File: config.mk
export PLATFORM = sky130hd
export DESIGN_NAME = code_pulse_decoder_flat
export DESIGN_NICKNAME = d
export VERILOG_FILES = /design/src/rtl/code_pulse_decoder_if.sv /design/src/rtl/code_pulse_decoder.sv /design/src/flat_wrapper.sv
export SDC_FILE = /design/constraint.sdc
export NUM_CORES = 1
export LEC_CHECK = 0
export BUFFER_PORTS_ARGS = -buffer_cell sky130_fd_sc_hd__buf_4
export CAP_MARGIN = 20
export CORE_UTILIZATION = 50
export DETAILED_ROUTE_END_ITERATION = 10
export GPL_TIMING_DRIVEN = 0
export PLACE_DENSITY = 0.78
export RECOVER_POWER = 50
export SYNTH_ARGS = -nofsm -noshare
export SYNTH_HDL_FRONTEND = slang
export SYNTH_SLANG_ARGS = --single-unit
File: constraint.sdc
create_clock -name clk -period 2.7 [get_ports clk]
set_input_delay 0.135 -clock clk [delete_from_list [all_inputs] [get_ports clk]]
set_output_delay 0.135 -clock clk [all_outputs]
set_load 0.01 [all_outputs]
File: src/rtl/code_pulse_decoder_if.sv
// Handshake and strobe bundle for code_pulse_decoder.
// The slave modport is the decoder side; the master modport is the code source and strobe sink.
interface code_pulse_decoder_if #(
  parameter int DEPTH = 4
) ();
  localparam int LW = $clog2(DEPTH) + 1;

  logic [1:0]    code_in;
  logic          in_valid;
  logic          in_ready;
  logic [3:0]    code_out;
  logic          out_valid;
  logic [LW-1:0] level;
  logic          busy;

  modport master (
    output code_in, in_valid,
    input  in_ready, code_out, out_valid, level, busy
  );

  modport slave (
    input  code_in, in_valid,
    output in_ready, code_out, out_valid, level, busy
  );
endinterface

File: src/rtl/code_pulse_decoder.sv
// Buffers 2-bit codes in a small FIFO and replays each one as a timed one-hot strobe.
// Every strobe is followed by a fixed all-zero gap.
module code_pulse_decoder #(
  parameter int DEPTH     = 4,
  parameter int PULSE_LEN = 3,
  parameter int GAP_LEN   = 1
) (
  input logic               clk,
  input logic               rst_n,
  code_pulse_decoder_if.slave bus
);
  localparam int PW   = $clog2(DEPTH);
  localparam int LW   = PW + 1;
  localparam int CMAX = (PULSE_LEN > GAP_LEN) ? PULSE_LEN : GAP_LEN;
  localparam int CW   = $clog2(CMAX + 1);

  typedef enum logic [1:0] {
    S_IDLE  = 2'd0,
    S_PULSE = 2'd1,
    S_GAP   = 2'd2
  } state_t;

  state_t        r_state;
  logic [1:0]    r_mem [DEPTH];
  logic [PW-1:0] r_wr_ptr;
  logic [PW-1:0] r_rd_ptr;
  logic [LW-1:0] r_level;
  logic [CW-1:0] r_cnt;
  logic [3:0]    r_code;
  logic          r_out_valid;
  logic          r_in_ready;
  logic          r_busy;

  state_t        w_next_state;
  logic [CW-1:0] w_next_cnt;
  logic [3:0]    w_next_code;
  logic [LW-1:0] w_next_level;
  logic [3:0]    w_strobe;
  logic          w_push;
  logic          w_pop;

  // Full-refusal uses only the registered ready, so a same-edge pop never frees a slot early.
  assign w_push       = bus.in_valid && r_in_ready;
  assign w_strobe     = 4'b0001 << r_mem[r_rd_ptr];
  assign w_next_level = r_level + LW'(w_push) - LW'(w_pop);

  always_comb begin
    w_next_state = r_state;
    w_next_cnt   = r_cnt;
    w_next_code  = r_code;
    w_pop        = 1'b0;
    case (r_state)
      S_IDLE: begin
        if (r_level != '0) begin
          w_pop        = 1'b1;
          w_next_code  = w_strobe;
          w_next_cnt   = CW'(PULSE_LEN - 1);
          w_next_state = S_PULSE;
        end
      end
      S_PULSE: begin
        if (r_cnt != '0) begin
          w_next_cnt = r_cnt - 1'b1;
        end else begin
          w_next_code  = 4'b0000;
          w_next_cnt   = CW'(GAP_LEN - 1);
          w_next_state = S_GAP;
        end
      end
      S_GAP: begin
        if (r_cnt != '0) begin
          w_next_cnt = r_cnt - 1'b1;
        end else if (r_level != '0) begin
          w_pop        = 1'b1;
          w_next_code  = w_strobe;
          w_next_cnt   = CW'(PULSE_LEN - 1);
          w_next_state = S_PULSE;
        end else begin
          w_next_state = S_IDLE;
        end
      end
      default: begin
        w_next_code  = 4'b0000;
        w_next_cnt   = '0;
        w_next_state = S_IDLE;
      end
    endcase
  end

  always_ff @(posedge clk or negedge rst_n) begin
    if (!rst_n) begin
      r_state     <= S_IDLE;
      r_wr_ptr    <= '0;
      r_rd_ptr    <= '0;
      r_level     <= '0;
      r_cnt       <= '0;
      r_code      <= 4'b0000;
      r_out_valid <= 1'b0;
      r_in_ready  <= 1'b1;
      r_busy      <= 1'b0;
    end else begin
      r_state     <= w_next_state;
      r_cnt       <= w_next_cnt;
      r_code      <= w_next_code;
      r_out_valid <= (w_next_code != 4'b0000);
      r_level     <= w_next_level;
      r_in_ready  <= (w_next_level != LW'(DEPTH));
      r_busy      <= (w_next_state != S_IDLE) || (w_next_level != '0);
      if (w_push) begin
        r_wr_ptr <= r_wr_ptr + 1'b1;
      end
      if (w_pop) begin
        r_rd_ptr <= r_rd_ptr + 1'b1;
      end
    end
  end

  // Storage needs no reset: entries are only read when level says they hold valid data.
  always_ff @(posedge clk) begin
    if (w_push) begin
      r_mem[r_wr_ptr] <= bus.code_in;
    end
  end

  assign bus.code_out  = r_code;
  assign bus.out_valid = r_out_valid;
  assign bus.in_ready  = r_in_ready;
  assign bus.level     = r_level;
  assign bus.busy      = r_busy;
endmodule

File: src/flat_wrapper.sv
// flat-port wrapper written by rule: the top's interface ports become plain ports
module code_pulse_decoder_flat 
#(
  parameter int DEPTH     = 4,
  parameter int PULSE_LEN = 3,
  parameter int GAP_LEN   = 1
)
  (clk, rst_n, bus_code_in, bus_in_valid, bus_in_ready, bus_code_out, bus_out_valid, bus_level, bus_busy);
  code_pulse_decoder_if #(.DEPTH(DEPTH)) bus_i ();
  input logic clk;
  input logic rst_n;
  input wire logic [$bits(bus_i.code_in)-1:0] bus_code_in;
  input wire logic [$bits(bus_i.in_valid)-1:0] bus_in_valid;
  output wire logic [$bits(bus_i.in_ready)-1:0] bus_in_ready;
  output wire logic [$bits(bus_i.code_out)-1:0] bus_code_out;
  output wire logic [$bits(bus_i.out_valid)-1:0] bus_out_valid;
  output wire logic [$bits(bus_i.level)-1:0] bus_level;
  output wire logic [$bits(bus_i.busy)-1:0] bus_busy;
  assign bus_i.code_in = bus_code_in;
  assign bus_i.in_valid = bus_in_valid;
  assign bus_in_ready = bus_i.in_ready;
  assign bus_code_out = bus_i.code_out;
  assign bus_out_valid = bus_i.out_valid;
  assign bus_level = bus_i.level;
  assign bus_busy = bus_i.busy;
  code_pulse_decoder #(.DEPTH(DEPTH), .PULSE_LEN(PULSE_LEN), .GAP_LEN(GAP_LEN)) u_core (.clk(clk), .rst_n(rst_n), .bus(bus_i));
endmodule
==> results.cfg <==
[status]
status = finished, final reports clean

[grt]
grt_pass1_vias = 791
gr-usage-all-layers = 0.204
grt_pass1_wl_mm = 3.58
overflow = 0
antenna_found_initial = 0
grt_start_max_net_pins = 19

[logic_synthesis]
synth-xor-area-share = 0.0372
synth_edf_count = 8
synthMuxAreaShare = 0.0478
synthSimpleGateAreaFrac = 0.0967
synth_nets = 97
yosysWarnings = 0
synth_top_area_cell = dfrtp_1
yosysSeqAreaShare = 0.588
syn_area_mm2 = 0.00118
synth_cell_type_count = 32
yosys.area.top_type_share = 0.361
synthAdderAreaFrac = 0.0893
syn_avg_cell_area_um2 = 13.9
synth_compound_area_frac = 0.0967
synth_seq_cells = 26
synthCells = 85
synth-async-reset-ratio = 0.692
synth_ff_type = dfrtp_1
synth_top_family_by_area = compound AO/OA/AOI/OAI gates
synth_area_leaders = dfrtp_1, edfxtp_1, ha_1

[placed_design]
place_inst = 127
io_buffers = 14
gp_congestion = 0.727
pre_cts_slack_ns = -0.238
dpl_cell_area_mm2 = 0.00132
hpwl_mm = 1.45

[clock_network]
cts.path.max_buffers = 2
tritoncts = built
numClockSinks = 26
numCtsBuffers = 3
insertion_delay_ns = 0.32
cts_max_level = 1
cts_root_buffer = clkbuf_4
clk_pin_slew_worst_paths_ns = 0.13

[floorplan]
num_rows = 17
io_pins = 15
die_w_um = 50.5
dieHeight_um = 50.5
coreArea_mm2 = 0.00221
die-area_mm2 = 0.00255
start_util = 0.532

[route]
drtPass1Iterations = 4
via_count = 760
drt-wirelength-per-cell_um = 15.7
drt_iter0_markers = 2
drc = 0
routed_wl_mm = 2.15
antenna_left = 0
avgViaCountPerCell = 5.55

[finish]
instances_no_fill = 137
nets = 122
drive_above_1_share = 0.239
layout_common_cells = dfrtp_1, inv_1, buf_4, edfxtp_1, clkbuf_1
n_antenna_cell = 0
area_growth_pct = 18.8
finalInstanceArea_mm2 = 0.00140
final_common_cell = dfrtp_1
nFillCells = 192

[critical_path]
worstPathRequired_ns = 2.91
worstRegToRegCells = 9
cpPeakStageDelay_ns = 0.52
endpoint = u_core.bus.busy
ff2ff_setup_slack_ns = 0.1
critPathLaunch = u_core.r_cnt[1]
crit_path_max_fanout = 6
timing.rr.end = u_core.bus.busy
cp_cell_sequence = o21a_4 -> nor3_4 -> ha_1 -> inv_1 -> ha_1 -> fa_2 -> xor2_1 -> xnor2_1 -> or4b_1
crit_type = flip-flop to flip-flop
crit_path_top_delay_cell = or4b_1
endpoint_kind = flip-flop
cp_common_cell = ha_1
rr_startpoint = u_core.r_cnt[1]
startpoint_type = flip-flop
critPathArrivalTime_ns = 2.81

[run]
cap_viol_max_count = 0

[worst_hold_path]
hp-class = input pin to flip-flop

[timing]
skew_ns = 0.00315
setup_viol = 0
hold_viol = 0
relSlewSlack = 0.342
timing.setup.tns_ns = 0
whs_ns = 0.0851
finalMaxSlewViolations = 0
fmax_ghz = 0.384
fin_crit_ns = 2.60
tightest_slew_ns = 0.987
timing.final.ws_setup_ns = 0.0965
fin_crit_sh = 0.964

[power_and_ir_drop]
power_density_mw_per_mm2 = 1270
leakage_nw = 0.619
vdd_drop_max_mv = 0.884
-- synthesized netlist by cell type, drive strengths merged (3+ instances only) --
cell type and n:
edfxtp 8, a32o 4, and3 4, ha 6, dfrtp 17, inv 11
nor3 3, xor2 3, nand2 3
-- cell type report --
type	instances	area [um2]	share of cell area
clock buffer	4	26.3	0.0188
sequential	26	697	0.498
buffer	1	11.3	0.00805
multi-input combinational	47	453	0.324
timing repair buffer	20	135	0.0966
tap	28	35.0	0.0250
inverter	11	41.3	0.0295
-- report_power, final --
| part | leakage (nW) | switching [mW] | internal (mW) | total [mW] |
|---|---|---|---|---|
| Combinational | 0.320 | 0.418 | 0.448 | 0.867 |
| Clock | 0.0150 | 0.110 | 0.0579 | 0.168 |
| Sequential | 0.284 | 0.161 | 0.578 | 0.739 |
-- per-layer routing --
layer,part of all wire,global-route usage,vias up
li1,-,-,357
met1,0.40,0.218,385
met2,0.55,0.367,14
met3,0.027,0.0364,4
met4,0.022,0.125,0
met5,0,0,-
-- how the worst min path moves through the flow --
stage | slack [ns] | cells past startpoint | endpoint | startpoint
after detailed placement | 0.02 | 1 | u_core.bus.out_valid | rst_n
after CTS | 0.003 | 1 | u_core.r_mem[0][0] | bus_code_in[0]
final | 0.09 | 3 | u_core.r_wr_ptr[1] | bus_in_valid
after floorplan | -0.16 | 0 | u_core.bus.busy | rst_n
after global routing | 0.12 | 3 | u_core.r_wr_ptr[1] | bus_in_valid
after global placement | 0.01 | 1 | u_core.r_cnt[1] | rst_n
-- sequential cells by signal, summed over array words and instances, names as in the netlist, 2 cells and up --
signal               cells
u_core.r_state           2
u_core.r_rd_ptr          2
u_core.r_wr_ptr          2
u_core.r_cnt             2
u_core.bus.code_out      4
u_core.bus.level         3
u_core.r_mem             8
-- through the flow --
stage	total power, mW	utilization
after floorplan	1.26	-
after global placement	1.47	0.596
after detailed placement	1.52	0.596
after CTS	1.72	0.625
after global routing	1.93	0.632
final	1.77	0.632
-- critical path, delay by kind of cell (launching register included) --
family                   cells  cell delay [ns]
XOR/XNOR                     2             0.28
AND/OR/NAND/NOR              2             0.74
flip-flops                   1             0.47
buffers and inverters        1             0.04
adder cells (fa/ha/maj)      3             0.69
AO/OA/AOI/OAI                1             0.26
-- logic make-up after synthesis --
| group | after synthesis |
|---|---|
| buf+inv | 12 |
| flops | 26 |
| simple gates | 18 |
| xor+xnor | 5 |
| mux | 3 |
| compound gates | 13 |
| fa+ha+maj | 8 |
-- timing repair --
action	CTS	global route
endpoints found under the hold margin	21	1
buffers inserted	1	2
pin swaps	1	2
resized for setup	2	6
setup endpoints to repair	1	1
hold buffers	2	1
No activity file was read; power rests on OpenSTA's default activity.
